**src/rtl/mem_arb_2to1.sv**
```systemverilog
`default_nettype none
// ============================================================================
// Module   : mem_arb_2to1
// Brief    : Round-robin 2:1 arbiter (imem/dmem) onto one in-order memory
//            port, with a tag FIFO steering responses back to their owner.
//            Optional perf counters are built when MEM_ARB_PERF_EN is defined.
// Revision : 1.0 - initial release
// ============================================================================
module mem_arb_2to1 #(
  parameter int MAX_INFLIGHT = 4
) (
  input  logic        clk,
  input  logic        rst,

  input  logic        imemreq_val,
  output logic        imemreq_rdy,
  input  logic [31:0] imemreq_addr,
  output logic        imemresp_val,
  output logic [31:0] imemresp_data,

  input  logic        dmemreq_val,
  output logic        dmemreq_rdy,
  input  logic        dmemreq_type,
  input  logic [31:0] dmemreq_addr,
  input  logic [31:0] dmemreq_wdata,
  output logic        dmemresp_val,
  output logic [31:0] dmemresp_data,

  output logic        memreq_val,
  input  logic        memreq_rdy,
  output logic        memreq_type,
  output logic [31:0] memreq_addr,
  output logic [31:0] memreq_wdata,
  input  logic        memresp_val,
  input  logic [31:0] memresp_data,

  output logic [31:0] perf_imem_grants,
  output logic [31:0] perf_dmem_grants,
  output logic [31:0] perf_conflicts
);

  localparam int                 c_ptr_w   = $clog2(MAX_INFLIGHT);
  localparam int                 c_cnt_w   = c_ptr_w + 1;
  localparam logic [c_cnt_w-1:0] c_full    = c_cnt_w'(MAX_INFLIGHT);
  localparam logic [c_cnt_w-1:0] c_cnt_one = c_cnt_w'(1);
  localparam logic [c_ptr_w-1:0] c_ptr_one = c_ptr_w'(1);

  logic                    prio_q,  prio_d;
  logic [c_cnt_w-1:0]      count_q, count_d;
  logic [c_ptr_w-1:0]      head_q,  head_d;
  logic [c_ptr_w-1:0]      tail_q,  tail_d;
  logic [MAX_INFLIGHT-1:0] tags_q,  tags_d;

  logic w_full;
  logic w_both;
  logic w_any;
  logic w_sel_dmem;
  logic w_fire;
  logic w_pop;
  logic w_head_tag;

  assign w_full     = (count_q == c_full);
  assign w_both     = imemreq_val & dmemreq_val;
  assign w_any      = imemreq_val | dmemreq_val;
  assign w_sel_dmem = w_both ? prio_q : dmemreq_val;

  // Handshake outputs are gated by rst so nothing can fire while held in reset.
  assign memreq_val  = w_any & ~w_full & ~rst;
  assign w_fire      = memreq_val & memreq_rdy;
  assign imemreq_rdy = w_fire & ~w_sel_dmem;
  assign dmemreq_rdy = w_fire &  w_sel_dmem;

  assign memreq_type  = w_sel_dmem ? dmemreq_type  : 1'b0;
  assign memreq_addr  = w_sel_dmem ? dmemreq_addr  : imemreq_addr;
  assign memreq_wdata = w_sel_dmem ? dmemreq_wdata : 32'd0;

  // Responses with nothing outstanding are dropped without touching state.
  assign w_pop      = memresp_val & (count_q != '0) & ~rst;
  assign w_head_tag = tags_q[head_q];

  assign imemresp_val  = w_pop & ~w_head_tag;
  assign dmemresp_val  = w_pop &  w_head_tag;
  assign imemresp_data = memresp_data;
  assign dmemresp_data = memresp_data;

  always_comb begin
    prio_d  = prio_q;
    count_d = count_q;
    head_d  = head_q;
    tail_d  = tail_q;
    tags_d  = tags_q;
    if (w_fire) begin
      tags_d[tail_q] = w_sel_dmem;
      tail_d         = tail_q + c_ptr_one;
      if (w_both) begin
        prio_d = ~w_sel_dmem;
      end
    end
    if (w_pop) begin
      head_d = head_q + c_ptr_one;
    end
    case ({w_fire, w_pop})
      2'b10:   count_d = count_q + c_cnt_one;
      2'b01:   count_d = count_q - c_cnt_one;
      default: count_d = count_q;
    endcase
  end

  always_ff @(posedge clk or posedge rst) begin
    if (rst) begin
      prio_q  <= 1'b0;
      count_q <= '0;
      head_q  <= '0;
      tail_q  <= '0;
      tags_q  <= '0;
    end else begin
      prio_q  <= prio_d;
      count_q <= count_d;
      head_q  <= head_d;
      tail_q  <= tail_d;
      tags_q  <= tags_d;
    end
  end

`ifdef MEM_ARB_PERF_EN
  logic [31:0] imem_grants_q;
  logic [31:0] dmem_grants_q;
  logic [31:0] conflicts_q;

  always_ff @(posedge clk or posedge rst) begin
    if (rst) begin
      imem_grants_q <= 32'd0;
      dmem_grants_q <= 32'd0;
      conflicts_q   <= 32'd0;
    end else begin
      if (imemreq_rdy) imem_grants_q <= imem_grants_q + 32'd1;
      if (dmemreq_rdy) dmem_grants_q <= dmem_grants_q + 32'd1;
      if (w_both)      conflicts_q   <= conflicts_q + 32'd1;
    end
  end

  assign perf_imem_grants = imem_grants_q;
  assign perf_dmem_grants = dmem_grants_q;
  assign perf_conflicts   = conflicts_q;
`else
  assign perf_imem_grants = 32'd0;
  assign perf_dmem_grants = 32'd0;
  assign perf_conflicts   = 32'd0;
`endif

endmodule
`default_nettype wire

```
**config.mk**
```make
export PLATFORM = sky130hd
export DESIGN_NAME = mem_arb_2to1
export DESIGN_NICKNAME = d
export VERILOG_FILES = /design/src/rtl/mem_arb_2to1.sv
export SDC_FILE = /design/constraint.sdc
export NUM_CORES = 1
export LEC_CHECK = 0
export ABC_AREA = 1
export BUFFER_PORTS_ARGS = -buffer_cell sky130_fd_sc_hd__buf_4
export CAP_MARGIN = 20
export CORE_AREA = 2 2 140 142
export CTS_BUF_LIST = sky130_fd_sc_hd__clkbuf_2
export DETAILED_ROUTE_END_ITERATION = 10
export DIE_AREA = 0 0 142 144
export PLACE_DENSITY = 0.45
export SLEW_MARGIN = 30
export SYNTH_ARGS = -nofsm -noshare
export SYNTH_HDL_FRONTEND = slang
export SYNTH_SLANG_ARGS = --single-unit
```
**constraint.sdc**
```tcl
create_clock -name clk -period 2.25 [get_ports clk]
set_clock_uncertainty 0.15 [all_clocks]
set_input_delay 0.225 -clock clk [delete_from_list [all_inputs] [get_ports clk]]
set_output_delay 0.225 -clock clk [all_outputs]
set_load 0.02 [all_outputs]
```
======== Word level (Yosys, flattened, before mapping) ========
Index checks and enable logic that the tools add are counted.
storage, ports and cells
  register bits ........................... 12
  output and inout port bits .............. 230
  word-level logic and storage cells ...... 44
cells by class
  $add $sub $neg .......................... 4
  $lt $le $gt $ge ......................... 3
  equal/unequal tests ..................... 3
  mux-type cells .......................... 10
  bitwise gates (word level) .............. 15
  reduce and logical (&&, ||, !) cells .... 4
operator list
  operator               count
  $mux W32               2
  $and A1 B1 Y1          10
  $lt A2 B3 Y1 const B   2
  $pmux W3 S2            1
  $add A2 B1 Y2 const B  2
  $bwmux W4              1
  $mux W1                4
  $not A1 Y1             4
  $add A3 B1 Y3 const B  1
  $eq A3 B3 Y1 const B   1
  $reduce_bool A3 Y1     1
  $sub A3 B1 Y3 const B  1
  $bmux W1 S2            1
  $demux W1 S2           1
  $eq A2 B1 Y1 const B   1
  $eq A2 B2 Y1 const B   1
  $ge A2 B1 Y1 const B   1
  $reduce_and A2 Y1      1
  $reduce_bool A2 Y1     1
  $logic_and A1 B1 Y1    1
  $or A1 B1 Y1           1

======== Longest topological paths before layout ========
  depth after elaboration ................. 7
  depth in mapped cells ................... 9
  mapped depth without buffers ............ 9

======== Worst setup path after synthesis ========
OpenSTA, ideal clock, no wires.
  path kind ............................... register to register
  start point ............................. register count_q[0]
  end point ............................... register count_q[2]
  arrival ................................. 1,745 ps
  required time ........................... 1,969 ps
  slack ................................... 224 ps
  cell stages (with the launch flop) ...... 10
  clock period less this slack ............ 2,026 ps
  cells stage by stage .................... dfrtp_1 > nor2_2 > nand2_2 > nand3_2 > buf_6 > ha_1 > fa_1 > a21oi_1 > o21ai_0 > xor2_1
between the ends
  longest elaborated chain between the ends .. 7
  elaborated cells on any way between the ends .. 14
RTL lines
  element                                                   line  source
  start: declaration                                        49    logic [c_cnt_w-1:0] count_q, count_d;
  start signal: assignment                                  118   count_q <= count_d;
  $eq A3 B3 Y1                                              62    assign w_full = (count_q == c_full);
  $not A1 Y1                                                68    assign memreq_val = w_any & ~w_full & ~rst;
  $and A1 B1 Y1 (2 in a row)                                68
  $and A1 B1 Y1                                             69    assign w_fire = memreq_val & memreq_rdy;
  $eq A2 B1 Y1 / $eq A2 B2 Y1 (equally long branches)       102   case ({w_fire, w_pop})
  $pmux W3 S2 / $reduce_bool A2 Y1 (equally long branches)  -
Several ways; a longest one is shown, not always the timed one.
A chain may end at the register's enable or synchronous reset.

======== Worst setup path after layout ========
  start point ............................. input port rst
  end point ............................... register count_q[2]
between the ends
  longest elaborated chain between the ends .. 5
  elaborated cells on any way between the ends .. 8
RTL lines
  element                                                   line    source
  start: declaration                                        13      input logic rst,
  $not A1 Y1 *                                              68, 78
  $and A1 B1 Y1                                             68
  $and A1 B1 Y1                                             69
  $eq A2 B1 Y1 / $eq A2 B2 Y1 (equally long branches)       102
  $pmux W3 S2 / $reduce_bool A2 Y1 (equally long branches)  -
Every way passes the cells marked *; elsewhere a longest branch is shown, timed or not.

==> summary.md <==
| Metric | Value |
|---|---|
| Met1 Usage GRT | 6.175% |
| CP arrival | 2.13 ns |
| Initial antenna violation count | 0 |
| Post-DR wirelength/cell | 9.223 um |
| Hold EP | tags_q[2] |
| Slowest cell delay on critical path | 0.53 ns |
| Kind of end point of the critical path | flip-flop |
| Starting Density | 13.72% |
| Worst Setup Start Kind | input port |
| Register Area | 300.3 um^2 |
| CTS clk-pin slew, worst paths | 0.13 ns |
| Leading area contributor after synthesis | buf_4 |
| H-tree Lvls | 1 |
| Critical-path maximum fanout | 4 |
| Cell Count Post-Placement | 765 |
| Largest net degree at the start of global routing | 62 |
| FMAX | 476.6 MHz |
| Critical Path RT | 2.28 ns |
| Setup ws final | 0.1519 ns |
| Synthesized flop and latch total | 12 |
| Drt total wl | 7111 um |
| Fillcell total | 2,217 |
| Max Cap Viol | 0 |
| GPL Wtd Cong | 0.6799 |
| Total I/O pin count | 365 |
| Flop2flop setup slack | 0.20 ns |
| Worst r2r src | count_q[0] |
| Crit-path cells | dlygate4sd3_1 > buf_4 > nor2_4 > nand3_2 > ha_1 > fa_1 > a21oi_1 > o21ai_0 > xor2_1 |
| Vias | 2,424 |
| Post-synthesis sequential area ratio | 11.47% |
| Pre-CTS setup slack | 0.2118 ns |
| HP Class | in2reg |
| Area contributors post-synth | buf_4 46%, nand2_1 17%, dfrtp_1 11%, inv_1 6.9%, nor2_1 5.7% |
| Final Hold Vio Count | 0 |
| IO Port Bufs | 172 |
| Final Setup Violations | 0 |
| Syn_area_per_cell | 6.144 um^2 |
| CP max-delay cell | dlygate4sd3_1 |
| Min cycle time layout | 2.098 ns |
| PwrDens | 555.5 nW/um^2 |
| Top cell type's share of synthesized area | 45.89% |
| Vias/cell | 3.144 |
| N_diodes | 0 |
| Cells after Synth | 426 |
| VDD IR max | 0.0002507 V |
| Max-slew violations | 0 |
| All-layer global routing usage | 5.772% |
| CTS Sinks | 12 |
| Rows | 51 |
| Worst-skew pair later-pin latency | 0.29 ns |
| Leakage Power | 0.002127 uW |
| Yosys warning total | 0 |
| Setup TNS | 0 ns |
| Post-DP HPWL | 6102 um |
| WHS Path Cells | 4 |
| Die Y | 144 um |
| Core ar. | 19,080 um^2 |
| Final Core Density | 17.80% |
| Syn-to-layout area delta | 29.78% |
| WS Path Type | in2reg |
| Number of global-route vias before repair | 1,995 |
| WHS | 0.1365 ns |
| Layout cell share with drive strength beyond 1 | 36.21% |
| Post-synth cell types | 25 |
| Worst r2r dst | count_q[2] |
| Final ANT Viol Nets | 0 |
| Initial DRC count | 41 |
| GR Util met2 | 9.967% |
| Full die area | 20,450 um^2 |
| Status | finished clean |
| Worst Hold Launch | memreq_rdy |
| DRC Markers | 0 |
| CTS tree | built |
| Fin crit share | 93.25% |
| DRT Pass-1 Iters | 4 |
| Final nets | 676 |
| Area of the multi-input gates | 1231 um^2 |
| Met3 usage | 1.887% |
| RSZ-0062 raised after global routing | no |
| Most used routing layer | met2 |
| Finished Layout Cells | 771 |
| First-pass GRT wire length | 9439 um |
| CTS Buffer Depth | 2 |
| Total grt overflow | 0 |
| Worst r2r path cells | 9 |
| CTS buffer count | 3 |
| Master cell of the clock root buffer | clkbuf_2 |
| Die X | 142 um |
| Mapped Area | 2618 um^2 |
## placed cells by master, fill, tap and decap left out
| cell type | synthesis | routed |
|---|---|---|
| nand2_1 | 117 | 117 |
| inv_4 | 0 | 1 |
| dfrtp_1 | 12 | 12 |
| clkbuf_2 | 0 | 3 |
| conb_1 | 1 | 96 |
| and2_1 | 1 | 1 |
| a21oi_1 | 3 | 3 |
| nand2_2 | 2 | 2 |
| nor2_1 | 40 | 40 |
| buf_4 | 160 | 178 |
| nor2_4 | 1 | 1 |
| fa_1 | 1 | 1 |
| nand3_2 | 1 | 1 |
| o21ai_1 | 1 | 1 |
| nand4_1 | 5 | 5 |
| o21ai_0 | 4 | 4 |
| inv_1 | 48 | 48 |
| nand3_1 | 2 | 2 |
| mux2_2 | 1 | 1 |
| xnor2_1 | 1 | 1 |
| ha_1 | 5 | 5 |
| dlygate4sd3_1 | 0 | 1 |
| nor2_2 | 5 | 5 |
| xor2_1 | 3 | 3 |
| buf_12 | 0 | 1 |
## Yosys cell counts
master	n
nand3_2	1
clkbuf_1	3
buf_2	7
xor2_1	3
nor2_1	40
ha_1	5
a21oi_1	3
buf_6	1
fa_1	1
inv_2	1
nor2_2	5
xnor2_1	1
buf_4	160
nand2_2	2
o21ai_0	4
and2_1	1
dfrtp_1	12
inv_1	48
mux2_2	1
nand3_1	2
nand4_1	5
conb_1	1
o21ai_1	1
nand2_1	117
nor2_4	1
## timing repair
action,4_1_cts,5_1_grt
endpoints found under the hold margin,12,0
setup endpoints to repair,0,31
gates resized for setup,0,2
hold buffers,1,0
setup buffers,0,2
## layer usage
layer  up-vias  part of all wire (%)
met5         -                     0
met4         0                   4.7
met3        40                    13
met2       182                    47
met1       998                    35
li1       1204                     -
## critical path: cells and delay by family
kind / cells / cell delay (ns)
buffers and inverters: 2 / 0.67
adders and majority gates: 2 / 0.62
AOI/OAI and AO/OA: 2 / 0.24
and+or+nand+nor: 2 / 0.21
xor gates and xnor gates: 1 / 0.15
## final cells by class
| type | instances | share of cell area (%) |
|---|---|---|
| inverter | 49 | 5.488 |
| sequential | 12 | 8.840 |
| clock buffer | 3 | 0.4420 |
| tap | 238 | 8.766 |
| timing repair buffer | 180 | 40.22 |
| multi-input combinational | 289 | 36.24 |
## how the worst max path moves through the flow
stage                    start         end  cells after the start
detailed placement  count_q[0]  count_q[2]                      9
CTS                        rst  count_q[2]                      9
global route               rst  count_q[2]                      9
floorplan           count_q[0]  count_q[2]                      9
finish                     rst  count_q[2]                      9
global placement    count_q[0]  count_q[2]                      9
## per-stage QoR
stage	instance area (um^2)	power [uW]
2_1_floorplan	2974	1549
3_3_place_gp	3354	1785
3_5_place_dp	3354	1785
4_1_cts	3379	1901
5_1_grt	3397	2079
6_report	3397	1887
## report_power, final
part,switching (uW),internal [uW]
combinational,830,540
sequential,81.7,318
clock,81.4,36.3
## sequential cells by signal, indices dropped and copies added, names as in the netlist
signal,cells
prio_q,1
head_q,2
tail_q,2
count_q,3
tags_q,4
## kinds of logic after synthesis
| group | count (synthesis) | synth area share (%) |
|---|---|---|
| AO/OA/AOI/OAI | 8 | 1.529 |
| XOR/XNOR | 4 | 1.339 |
| adder cells (fa/ha/maj) | 6 | 3.155 |
| buffers and inverters | 220 | 55.11 |
| flip-flops | 12 | 11.47 |
| multiplexers | 1 | 0.4302 |
| other | 1 | 0.1433 |
| AND/OR/NAND/NOR | 174 | 26.82 |
Note: power is estimated with default switching activity, not from simulation.
